==> config.mk <==
export PLATFORM = sky130hd
export DESIGN_NAME = shift_seq_ctrl_flat
export DESIGN_NICKNAME = d
export VERILOG_FILES = /design/src/rtl/shift_seq_ctrl_if.sv /design/src/rtl/shift_seq_ctrl.sv /design/src/flat_wrapper.sv
export SDC_FILE = /design/constraint.sdc
export NUM_CORES = 1
export LEC_CHECK = 0
export ABC_AREA = 1
export ABC_CLOCK_PERIOD_IN_PS = 1590
export CAP_MARGIN = 5
export CORE_MARGIN = 4
export CORE_UTILIZATION = 42
export DETAILED_ROUTE_END_ITERATION = 12
export MAX_ROUTING_LAYER = met4
export PLACE_DENSITY = 0.74
export SYNTH_ARGS = -nofsm -noshare
export SYNTH_HDL_FRONTEND = slang
export SYNTH_SLANG_ARGS = --single-unit
==> constraint.sdc <==
create_clock -name clk -period 1.59 [get_ports clk]
set_input_delay 0.477 -clock clk [delete_from_list [all_inputs] [get_ports clk]]
set_output_delay 0.477 -clock clk [all_outputs]
set_load 0.02 [all_outputs]
==> src/rtl/shift_seq_ctrl_if.sv <==
// shift_seq_ctrl_if: command and response handshake channels between host and sequencer
interface shift_seq_ctrl_if #(
  parameter int WIDTH = 4
);
  logic             cmd_valid;
  logic             cmd_ready;
  logic             cmd_op;
  logic [WIDTH-1:0] cmd_data;
  logic             rsp_valid;
  logic             rsp_ready;
  logic [WIDTH-1:0] rsp_data;
  modport master (
    output cmd_valid, cmd_op, cmd_data, rsp_ready,
    input  cmd_ready, rsp_valid, rsp_data
  );
  modport slave (
    input  cmd_valid, cmd_op, cmd_data, rsp_ready,
    output cmd_ready, rsp_valid, rsp_data
  );
endinterface

==> src/rtl/shift_seq_ctrl.sv <==
// shift_seq_ctrl: sequences transmit/receive commands onto an exclusively owned parallel-load shift register
module shift_seq_ctrl #(
  parameter int   WIDTH      = 4,
  parameter int   GAP_CYCLES = 1,
  parameter logic FILL       = 1'b0
) (
  input  logic             clk,
  input  logic             rst_n,
  shift_seq_ctrl_if.slave  bus,
  input  logic             ser_in,
  output logic             ser_out,
  output logic             ser_en,
  output logic             reg_l,
  output logic             reg_sh,
  output logic             reg_si,
  output logic [WIDTH-1:0] reg_d,
  input  logic [WIDTH-1:0] reg_q,
  output logic             busy
);
  localparam int CMAX = WIDTH > GAP_CYCLES ? WIDTH : GAP_CYCLES;
  localparam int CW   = $clog2(CMAX + 1);
  typedef enum logic [2:0] {IDLE, LOAD, SHIFT, RESP, GAP} state_t;
  // with no gap configured, finished commands return straight to IDLE
  localparam state_t AFTER = GAP_CYCLES == 0 ? IDLE : GAP;
  state_t           state, state_nxt;
  logic [CW-1:0]    cnt, cnt_nxt;
  logic             op;
  logic [WIDTH-1:0] data;
  always_ff @(posedge clk or negedge rst_n) begin
    if (!rst_n) begin
      state <= IDLE;
      cnt   <= '0;
      op    <= 1'b0;
      data  <= '0;
    end else begin
      state <= state_nxt;
      cnt   <= cnt_nxt;
      if (state == IDLE && bus.cmd_valid) begin
        op   <= bus.cmd_op;
        data <= bus.cmd_data;
      end
    end
  end
  always_comb begin
    state_nxt     = state;
    cnt_nxt       = cnt;
    bus.cmd_ready = 1'b0;
    bus.rsp_valid = 1'b0;
    bus.rsp_data  = '0;
    reg_l         = 1'b0;
    reg_sh        = 1'b0;
    reg_si        = 1'b0;
    reg_d         = '0;
    ser_en        = 1'b0;
    ser_out       = 1'b0;
    unique case (state)
      IDLE: begin
        bus.cmd_ready = 1'b1;
        state_nxt     = bus.cmd_valid ? LOAD : IDLE;
      end
      LOAD: begin
        reg_l     = 1'b1;
        reg_d     = op ? '0 : data;
        state_nxt = SHIFT;
        cnt_nxt   = '0;
      end
      SHIFT: begin
        reg_sh  = 1'b1;
        reg_si  = op ? ser_in : FILL;
        ser_en  = !op;
        ser_out = !op && reg_q[0];
        cnt_nxt = cnt + 1'b1;
        if (cnt == CW'(WIDTH - 1)) begin
          state_nxt = op ? RESP : AFTER;
          cnt_nxt   = '0;
        end
      end
      RESP: begin
        bus.rsp_valid = 1'b1;
        bus.rsp_data  = reg_q;
        state_nxt     = bus.rsp_ready ? AFTER : RESP;
      end
      GAP: begin
        cnt_nxt = cnt + 1'b1;
        if (cnt == CW'(GAP_CYCLES - 1)) begin
          state_nxt = IDLE;
          cnt_nxt   = '0;
        end
      end
      default: state_nxt = IDLE;
    endcase
  end
  assign busy = state != IDLE;
endmodule

==> src/flat_wrapper.sv <==
// flat-port wrapper written by rule: the top's interface ports become plain ports
module shift_seq_ctrl_flat 
#(
  parameter int   WIDTH      = 4,
  parameter int   GAP_CYCLES = 1,
  parameter logic FILL       = 1'b0
)
  (clk, rst_n, ser_in, ser_out, ser_en, reg_l, reg_sh, reg_si, reg_d, reg_q, busy, bus_cmd_valid, bus_cmd_op, bus_cmd_data, bus_rsp_ready, bus_cmd_ready, bus_rsp_valid, bus_rsp_data);
  shift_seq_ctrl_if #(.WIDTH(WIDTH)) bus_i ();
  input  logic clk;
  input  logic rst_n;
  input  logic ser_in;
  output logic ser_out;
  output logic ser_en;
  output logic reg_l;
  output logic reg_sh;
  output logic reg_si;
  output logic [WIDTH-1:0] reg_d;
  input  logic [WIDTH-1:0] reg_q;
  output logic busy;
  input wire logic [$bits(bus_i.cmd_valid)-1:0] bus_cmd_valid;
  input wire logic [$bits(bus_i.cmd_op)-1:0] bus_cmd_op;
  input wire logic [$bits(bus_i.cmd_data)-1:0] bus_cmd_data;
  input wire logic [$bits(bus_i.rsp_ready)-1:0] bus_rsp_ready;
  output wire logic [$bits(bus_i.cmd_ready)-1:0] bus_cmd_ready;
  output wire logic [$bits(bus_i.rsp_valid)-1:0] bus_rsp_valid;
  output wire logic [$bits(bus_i.rsp_data)-1:0] bus_rsp_data;
  assign bus_i.cmd_valid = bus_cmd_valid;
  assign bus_i.cmd_op = bus_cmd_op;
  assign bus_i.cmd_data = bus_cmd_data;
  assign bus_i.rsp_ready = bus_rsp_ready;
  assign bus_cmd_ready = bus_i.cmd_ready;
  assign bus_rsp_valid = bus_i.rsp_valid;
  assign bus_rsp_data = bus_i.rsp_data;
  shift_seq_ctrl #(.WIDTH(WIDTH), .GAP_CYCLES(GAP_CYCLES), .FILL(FILL)) u_core (.clk(clk), .rst_n(rst_n), .bus(bus_i), .ser_in(ser_in), .ser_out(ser_out), .ser_en(ser_en), .reg_l(reg_l), .reg_sh(reg_sh), .reg_si(reg_si), .reg_d(reg_d), .reg_q(reg_q), .busy(busy));
endmodule
==> metrics.txt, run 1 <==
status=finished, violations left; failing checks=setup timing; final slew viol count=0; detailed-route DRC error count=0; number of synthesized flops with an enable pin=0; Worst Path Required=1110 ps; Critical Path Sink Type=primary output; Metal-1 WL=830 um; WHS Endpoint=u_core.data[0]$_DFFE_PN0P_; Setup crit start=reg_q[0]; antenna diode count=0; GP Congestion=0.7537; DIE HEIGHT=50.24 um; yosys warns=0; critical path class=in2out; FF-to-FF setup slack=80 ps; skew final=4.872 ps; Distinct cells, synth=17; endpoints failing hold=0; Synth Area in Simple Gates=0.3656; Final Cycle Share=1.103; power density cells=1727 nW/um2; syn_nets=128; Vias=841; initial antenna violation count=0; wire length on met2=1116 um; max-cap violations=0; first drt pass iteration count=4; vias in the first global route=789; post-synth top area share=0.3673; area of the multi-input gates=407.9 um2; RSZ-0062 raised after global routing=true; CTS root buf=clkbuf_4; terminus of the critical flop-to-flop path=u_core.cnt[0]$_DFFE_PN0P_; global-route wire length before repair=3325 um; die width=50.24 um; Slew Limit Headroom=0.6518; Fill cells=132; depth of the CTS H-tree=1; First DRT Iteration DRCs=14; Row Count=15; IO buf count=29; Finished Core Util=0.7465; Leakage=0.7066 nW; Worst Tran Pin Value=520.7 ps; FF-to-FF path depth=9; Syn Area/Cell=6.813 um2; worst-path fanout max=2; Via density=4.546; initial core utilization=0.4388; DP Worst Slack=-615.8 ps; Primary FF master, synth=dfrtp_1; Max Clk Rate=570.1 MHz; setup violators final=16; largest family of logic cells by synthesized area=simple AND/OR/NAND/NOR gates; post-detail-place hpwl=1526 um; Antenna Nets Post-Route=0; Hold Path Stages=2; synth top area cells=dfrtp_1 (37%), nand2_1 (15%), inv_1 (13%); sequential area share after synthesis=0.3673; Hold Startpoint=u_core.data[0]$_DFFE_PN0P_; most common cell in the synthesized netlist=nand2_1; drt wl/cell=11.58 um; Synth Instances=110; Synth Area in Compound Gates=0.05509; Post-Synth Adder-Cell Area=0.06678; top cell type by total area after synthesis=dfrtp_1; CTS max path bufs=2; Peak VDD IR=0.001016 V; xor-xnor portion of the synthesized cell area=0; Final nets=179; WL final=2143 um; GRT overflow=0; routed wl met3=150 um; total power=2.202 mW; R2R Path Start=u_core.state[0]$_DFFE_PN0P_; Post-synth ARST share=1.000; TNS Setup=-1862 ps; FF+latch area=279.0 um2; final setup margin=-163.9 ps; top cells by count, synth=nand2_1 (30), inv_1 (25), nor2_1 (16); uppermost layer routed=met4; Period minus WS final=1754 ps; number of clock sinks=11; Mapped Area=749.5 um2; arrival time worst endpoint=1280 ps; largest net degree at the start of global routing=12; CTS tree=yes; area growth from synthesis to layout=70.12%; Total GRT Usage=0.1802; #FFs+latches synth=11; Top-Level Pins=30; Setup crit start kind=input pin; die area=2524 um2; Hold Path Class=reg2reg; clock slew seen by the registers of the worst setup and hold paths=80 ps; CTS Buf Count=3; layout cells sized above 1=0.3938; core box area=1708 um2; post-synthesis mux area share=0; Clock Latency Late Sink=280 ps; Post-CTS Hold Fix Bufs=0
## layout make-up
| type | instances | share of cell area |
|---|---|---|
| Tap cell | 25 | 0.02453 |
| Multi-Input combinational cell | 72 | 0.3199 |
| Clock buffer | 4 | 0.02061 |
| Inverter | 26 | 0.07655 |
| Sequential cell | 11 | 0.2188 |
| Timing Repair Buffer | 47 | 0.3395 |
## power by group
| part | leakage, nW | switching [mW] | internal, mW |
|---|---|---|---|
| Combinational | 0.558 | 0.784 | 0.684 |
| Sequential | 0.134 | 0.123 | 0.411 |
| Clock | 0.0150 | 0.103 | 0.0974 |
| Total | 0.707 | 1.01 | 1.19 |
## critical path: stages
cell	delay, ps
clkdlybuf4s50_1	460
inv_1	80
nor2_2	130
buf_6	120
## placed cells by master, fill, tap and decap left out, drive strengths merged
cell type / synthesis / routed
a21oi: 3 / 3
a31oi: 1 / 1
buf: 1 / 34
clkbuf: 0 / 4
clkdlybuf4s50: 0 / 12
dfrtp: 11 / 11
dlymetal6s2s: 0 / 1
ha: 4 / 4
inv: 26 / 26
nand2: 35 / 35
nand3: 5 / 5
nor2: 20 / 20
o21ai: 4 / 4
## what timing repair did
action,CTS,global route
buffers inserted,3,1
gates resized for setup,99,13
pin swaps,5,4
setup endpoints to repair,16,16
hold endpoints to repair,0,0
## logic make-up (layout without fill, tap and decap cells)
family / after synthesis / count (layout)
buffers and inverters: 27 / 77
adders and majority gates: 4 / 4
AOI/OAI and AO/OA: 8 / 8
DFF: 11 / 11
and+or+nand+nor: 60 / 60
## per-layer routing
layer	GRT usage	up-vias
met2	0.3261	43
li1	-	420
met1	0.1907	372
met4	0.08295	0
met3	0.02671	6
met5	-	-
## per-stage QoR
stage	cell area, um2	hold slack (ps)	std cells
floorplan	749.5	181.4	110
global placement	1165	473.2	177
detailed placement	1165	478.9	177
CTS	1225	496.2	184
global route	1275	542.8	185
finish	1275	495.8	185
## sequential cells by signal (all words and copies together) (netlist names)
signal        cells
u_core.data       4
u_core.cnt        3
u_core.state      3
u_core.op         1
## worst max path at each step
stage | end | slack (ps)
2_1_floorplan | bus_rsp_data[0] | -20
3_3_place_gp | reg_si | -560
3_5_place_dp | bus_rsp_data[0] | -620
4_1_cts | bus_rsp_data[0] | -170
5_1_grt | ser_out | -220
6_report | ser_out | -160
(Power assumes the default switching activity.)
==> run 2: changes to the inputs <==
--- a/config.mk
+++ b/config.mk
@@ -5,14 +5,13 @@
 export SDC_FILE = /design/constraint.sdc
 export NUM_CORES = 1
 export LEC_CHECK = 0
-export ABC_AREA = 1
 export ABC_CLOCK_PERIOD_IN_PS = 1590
 export CAP_MARGIN = 5
 export CORE_MARGIN = 4
-export CORE_UTILIZATION = 42
+export CORE_UTILIZATION = 43
 export DETAILED_ROUTE_END_ITERATION = 12
 export MAX_ROUTING_LAYER = met4
-export PLACE_DENSITY = 0.74
+export PLACE_DENSITY = 0.75
 export SYNTH_ARGS = -nofsm -noshare
 export SYNTH_HDL_FRONTEND = slang
 export SYNTH_SLANG_ARGS = --single-unit
==> run 2 against run 1 <==
Against the previous run: the flow still finishes with violations (setup timing); largest power group unchanged; critical path type is now reg2out; setup slack lost 250 ps; non-clock buffer count fell by 2; sequential share of layout area shrank 0.57 points.
==> metrics.txt, run 2 <==
Setup crit start=u_core.state[2]$_DFFE_PN0P_; RSZ-0062 raised after global routing=true; number of clock sinks=11 (unchanged); commonest non-fill, non-tap cell in the layout=buf_4; post-route cell area=1291 um2 (+1.3%); global-route wire length before repair=3291 um (-1.0%); Distinct cells, synth=30 (+13); area growth from synthesis to layout=63.81%; post-synth top area share=0.3492 (-0.01807); Syn Area/Cell=9.166 um2 (+35%); final slew viol count=0 (unchanged); worst-path fanout max=4 (+2); largest net degree at the start of global routing=16 (+4); Worst Path Required=1110 ps (about the same); sequential share of power=0.219 (-0.023); Period minus WS final=2000 ps (+246.3 ps); skew final=6.912 ps (+2.039 ps); synth top area cells=dfrtp_1 (35%), mux2_4 (9.5%), and2_1 (6.3%); Logic pwr share=0.698 (+0.031); detailed-route DRC error count=0 (unchanged); Top-Level Pins=30 (unchanged); Setup crit start kind=flip-flop; Total GRT Usage=0.1777 (-0.002515); FF-to-FF setup slack=40 ps (-40 ps); top cells by count, synth=dfrtp_1 (11), inv_1 (9), and2_1 (8), nor2_1 (8), mux2_4 (5); CP bufs+invs=1 (-2); Vias=787 (-6.4%); total power=2.428 mW (+10%); Synth Instances=86 (-22%); Post-CTS Hold Fix Bufs=0 (unchanged); CTS max path bufs=2 (unchanged); biggest regs=u_core.data x4, u_core.cnt x3, u_core.state x3; Antenna Nets Post-Route=0 (unchanged); sequential area share after synthesis=0.3492 (-0.01807); Psw=1.013 mW (+0.32%); GRT overflow=0 (unchanged); Row Count=15 (unchanged); Max Clk Rate=499.9 MHz (-12%); setup violators final=16 (unchanged); status=finished, violations left; Largest register FFs=4 (unchanged); clock slew seen by the registers of the worst setup and hold paths=80 ps (about the same); area of the multi-input gates=501.7 um2 (+23%); post-detail-place hpwl=1521 um (-0.38%); Clock power frac=0.083 (-0.008); #FFs+latches synth=11 (unchanged); first drt pass iteration count=4 (unchanged); Primary FF master, synth=dfrtp_1; power density cells=1881 nW/um2 (+8.9%); CTS Buf Count=3 (unchanged); syn_nets=104 (-19%); die area=2582 um2 (+2.3%); number of synthesized flops with an enable pin=0 (unchanged); depth of the CTS H-tree=1 (unchanged); Worst setup endpoint=reg_d[1]; critical path class=reg2out; delay-heaviest family, CP=simple AND/OR/NAND/NOR gates; max-cap violations=0 (unchanged); Leakage=0.6216 nW (-12%); CTS root buf=clkbuf_4; initial antenna violation count=0 (unchanged); Critical Path Stages=4 (unchanged); failing checks=setup timing; worst path cell trace=or3b_4, nor2_4, and2_4, buf_6; Hold Path Class=in2async; sw frac=0.4171 (-0.04144); Int Power=1.415 mW (+19%); final setup margin=-410.2 ps (-246.3 ps); initial core utilization=0.4565 (+0.01769); Fill cells=131 (-0.76%); Via density=5.110 (+12%); most frequent cells in the layout=buf_4 (18), buf_6 (14), clkdlybuf4s50_1 (13); Final Cycle Share=1.258 (+0.1549); Top reg by flops=u_core.data; Slew Limit Headroom=0.8297 (+0.1780); antenna diode count=0 (unchanged); max incr delay on CP=420 ps (-40 ps); Post-synth ARST share=1.000 (unchanged); drt wl/cell=13.36 um (+15%); yosys warns=0 (unchanged); FF-to-FF path depth=6 (-3); Peak VDD IR=0.001083 V (+6.6%); arrival time worst endpoint=1520 ps (+240 ps); IO buf count=29 (unchanged); vias in the first global route=723 (-8.4%); WL final=2058 um (-4.0%); die width=50.82 um (+1.1%); endpoints failing hold=0 (unchanged); CTS tree=yes; Mapped Area=788.3 um2 (+5.2%); Clock Latency Late Sink=280 ps (about the same); Critical Path Sink Type=primary output; most common cell in the synthesized netlist=dfrtp_1; First DRT Iteration DRCs=9 (-5); layout cells sized above 1=0.4341 (+0.04036); Worst Tran Pin Value=251.9 ps (-268.9 ps); Post-DP Area=1200 um2 (+3.0%); Final nets=148 (-17%); core box area=1727 um2 (+1.1%); FF+latch area=275.3 um2 (-1.3%); CP max-delay cell=dfrtp_1; GP Congestion=0.8015 (+6.3%); terminus of the critical flop-to-flop path=u_core.data[1]$_DFFE_PN0P_; R2R Path Start=u_core.state[2]$_DFFE_PN0P_; top cell type by total area after synthesis=dfrtp_1; DIE HEIGHT=50.82 um (+1.1%)
==> run 2: cell count changes after synthesis, sizes merged, moves of 2 or more <==
cell    before  now
o31ai        0    2
nor3         0    2
inv         26    9
nand2       35    4
nand2b       0    2
nor3b        0    3
buf          1    6
nand3        5    3
and3         0    2
nor2        20    9
mux2         0    5
and2         0    8
nor2b        0    2
a21oi        3    0
==> run 2: worst reg2reg max path: cells and delay by family, from the launching register on <==
kind,cells,cell delay [ps]
simple gates,2,270
mux,1,300
flops,1,420
buf+inv,3,430
==> run 2: layout make-up <==
class	instances	share of cell area
clock buffer	4	0.02035
inverter	9	0.02616
multi-input combinational	60	0.3886
sequential	11	0.2132
tap	25	0.02422
timing repair buffer	45	0.3275
==> run 2: repair_timing <==
| item | CTS | global route |
|---|---|---|
| endpoints found under the setup margin | 16 | 19 |
| setup buffers | 1 | 2 |
| resized for setup | 96 | 8 |
| pin swaps | 6 | 8 |
==> run 2: routing by layer <==
metal / track usage / up-vias / share of wire
met3: 0.04665 / 7 / 0.073
met5: - / - / 0
met1: 0.1927 / 367 / 0.40
met2: 0.2978 / 34 / 0.49
met4: 0.09417 / 0 / 0.027
li1: - / 379 / -
==> run 2: cell families after synthesis <==
family                     share of synthesized area
buffers and inverters                        0.09522
adders and majority gates                    0.07619
and+or+nand+nor                               0.2587
muxes                                        0.09524
AOI/OAI and AO/OA                             0.1254
DFF                                           0.3492
==> run 2: how the worst min path moves through the flow <==
stage,end,from,cells past startpoint,slack (ps)
floorplan,u_core.cnt[0]$_DFFE_PN0P_,rst_n,0,180
global placement,u_core.data[2]$_DFFE_PN0P_,u_core.data[2]$_DFFE_PN0P_,1,490
detailed placement,u_core.data[2]$_DFFE_PN0P_,u_core.data[2]$_DFFE_PN0P_,1,490
CTS,u_core.state[1]$_DFFE_PN0P_,rst_n,2,490
global route,u_core.data[0]$_DFFE_PN0P_,u_core.data[0]$_DFFE_PN0P_,1,530
finish,u_core.state[1]$_DFFE_PN0P_,rst_n,2,490
==> run 2: power groups by stage <==
stage,clock [mW],sequential [mW],combinational (mW)
CTS,0.206,0.530,1.62
global route,0.216,0.549,1.85
finish,0.201,0.532,1.70
global placement,0,0.522,1.48
floorplan,0,0.511,0.980
detailed placement,0,0.530,1.51
==> run 2: stage by stage <==
stage,setup WS (ps),instances,setup TNS (ps),hold WS [ps],utilization
finish,-410.2,154,-4487,487.4,0.7478
global route,-449.7,154,-5222,534.8,0.7478
CTS,-404.3,152,-4322,491.2,0.7275
detailed placement,-603.6,147,-8004,488.7,0.6949
global placement,-578.7,147,-7989,485.3,0.6949
floorplan,-122.4,86,-843.8,181.4,-
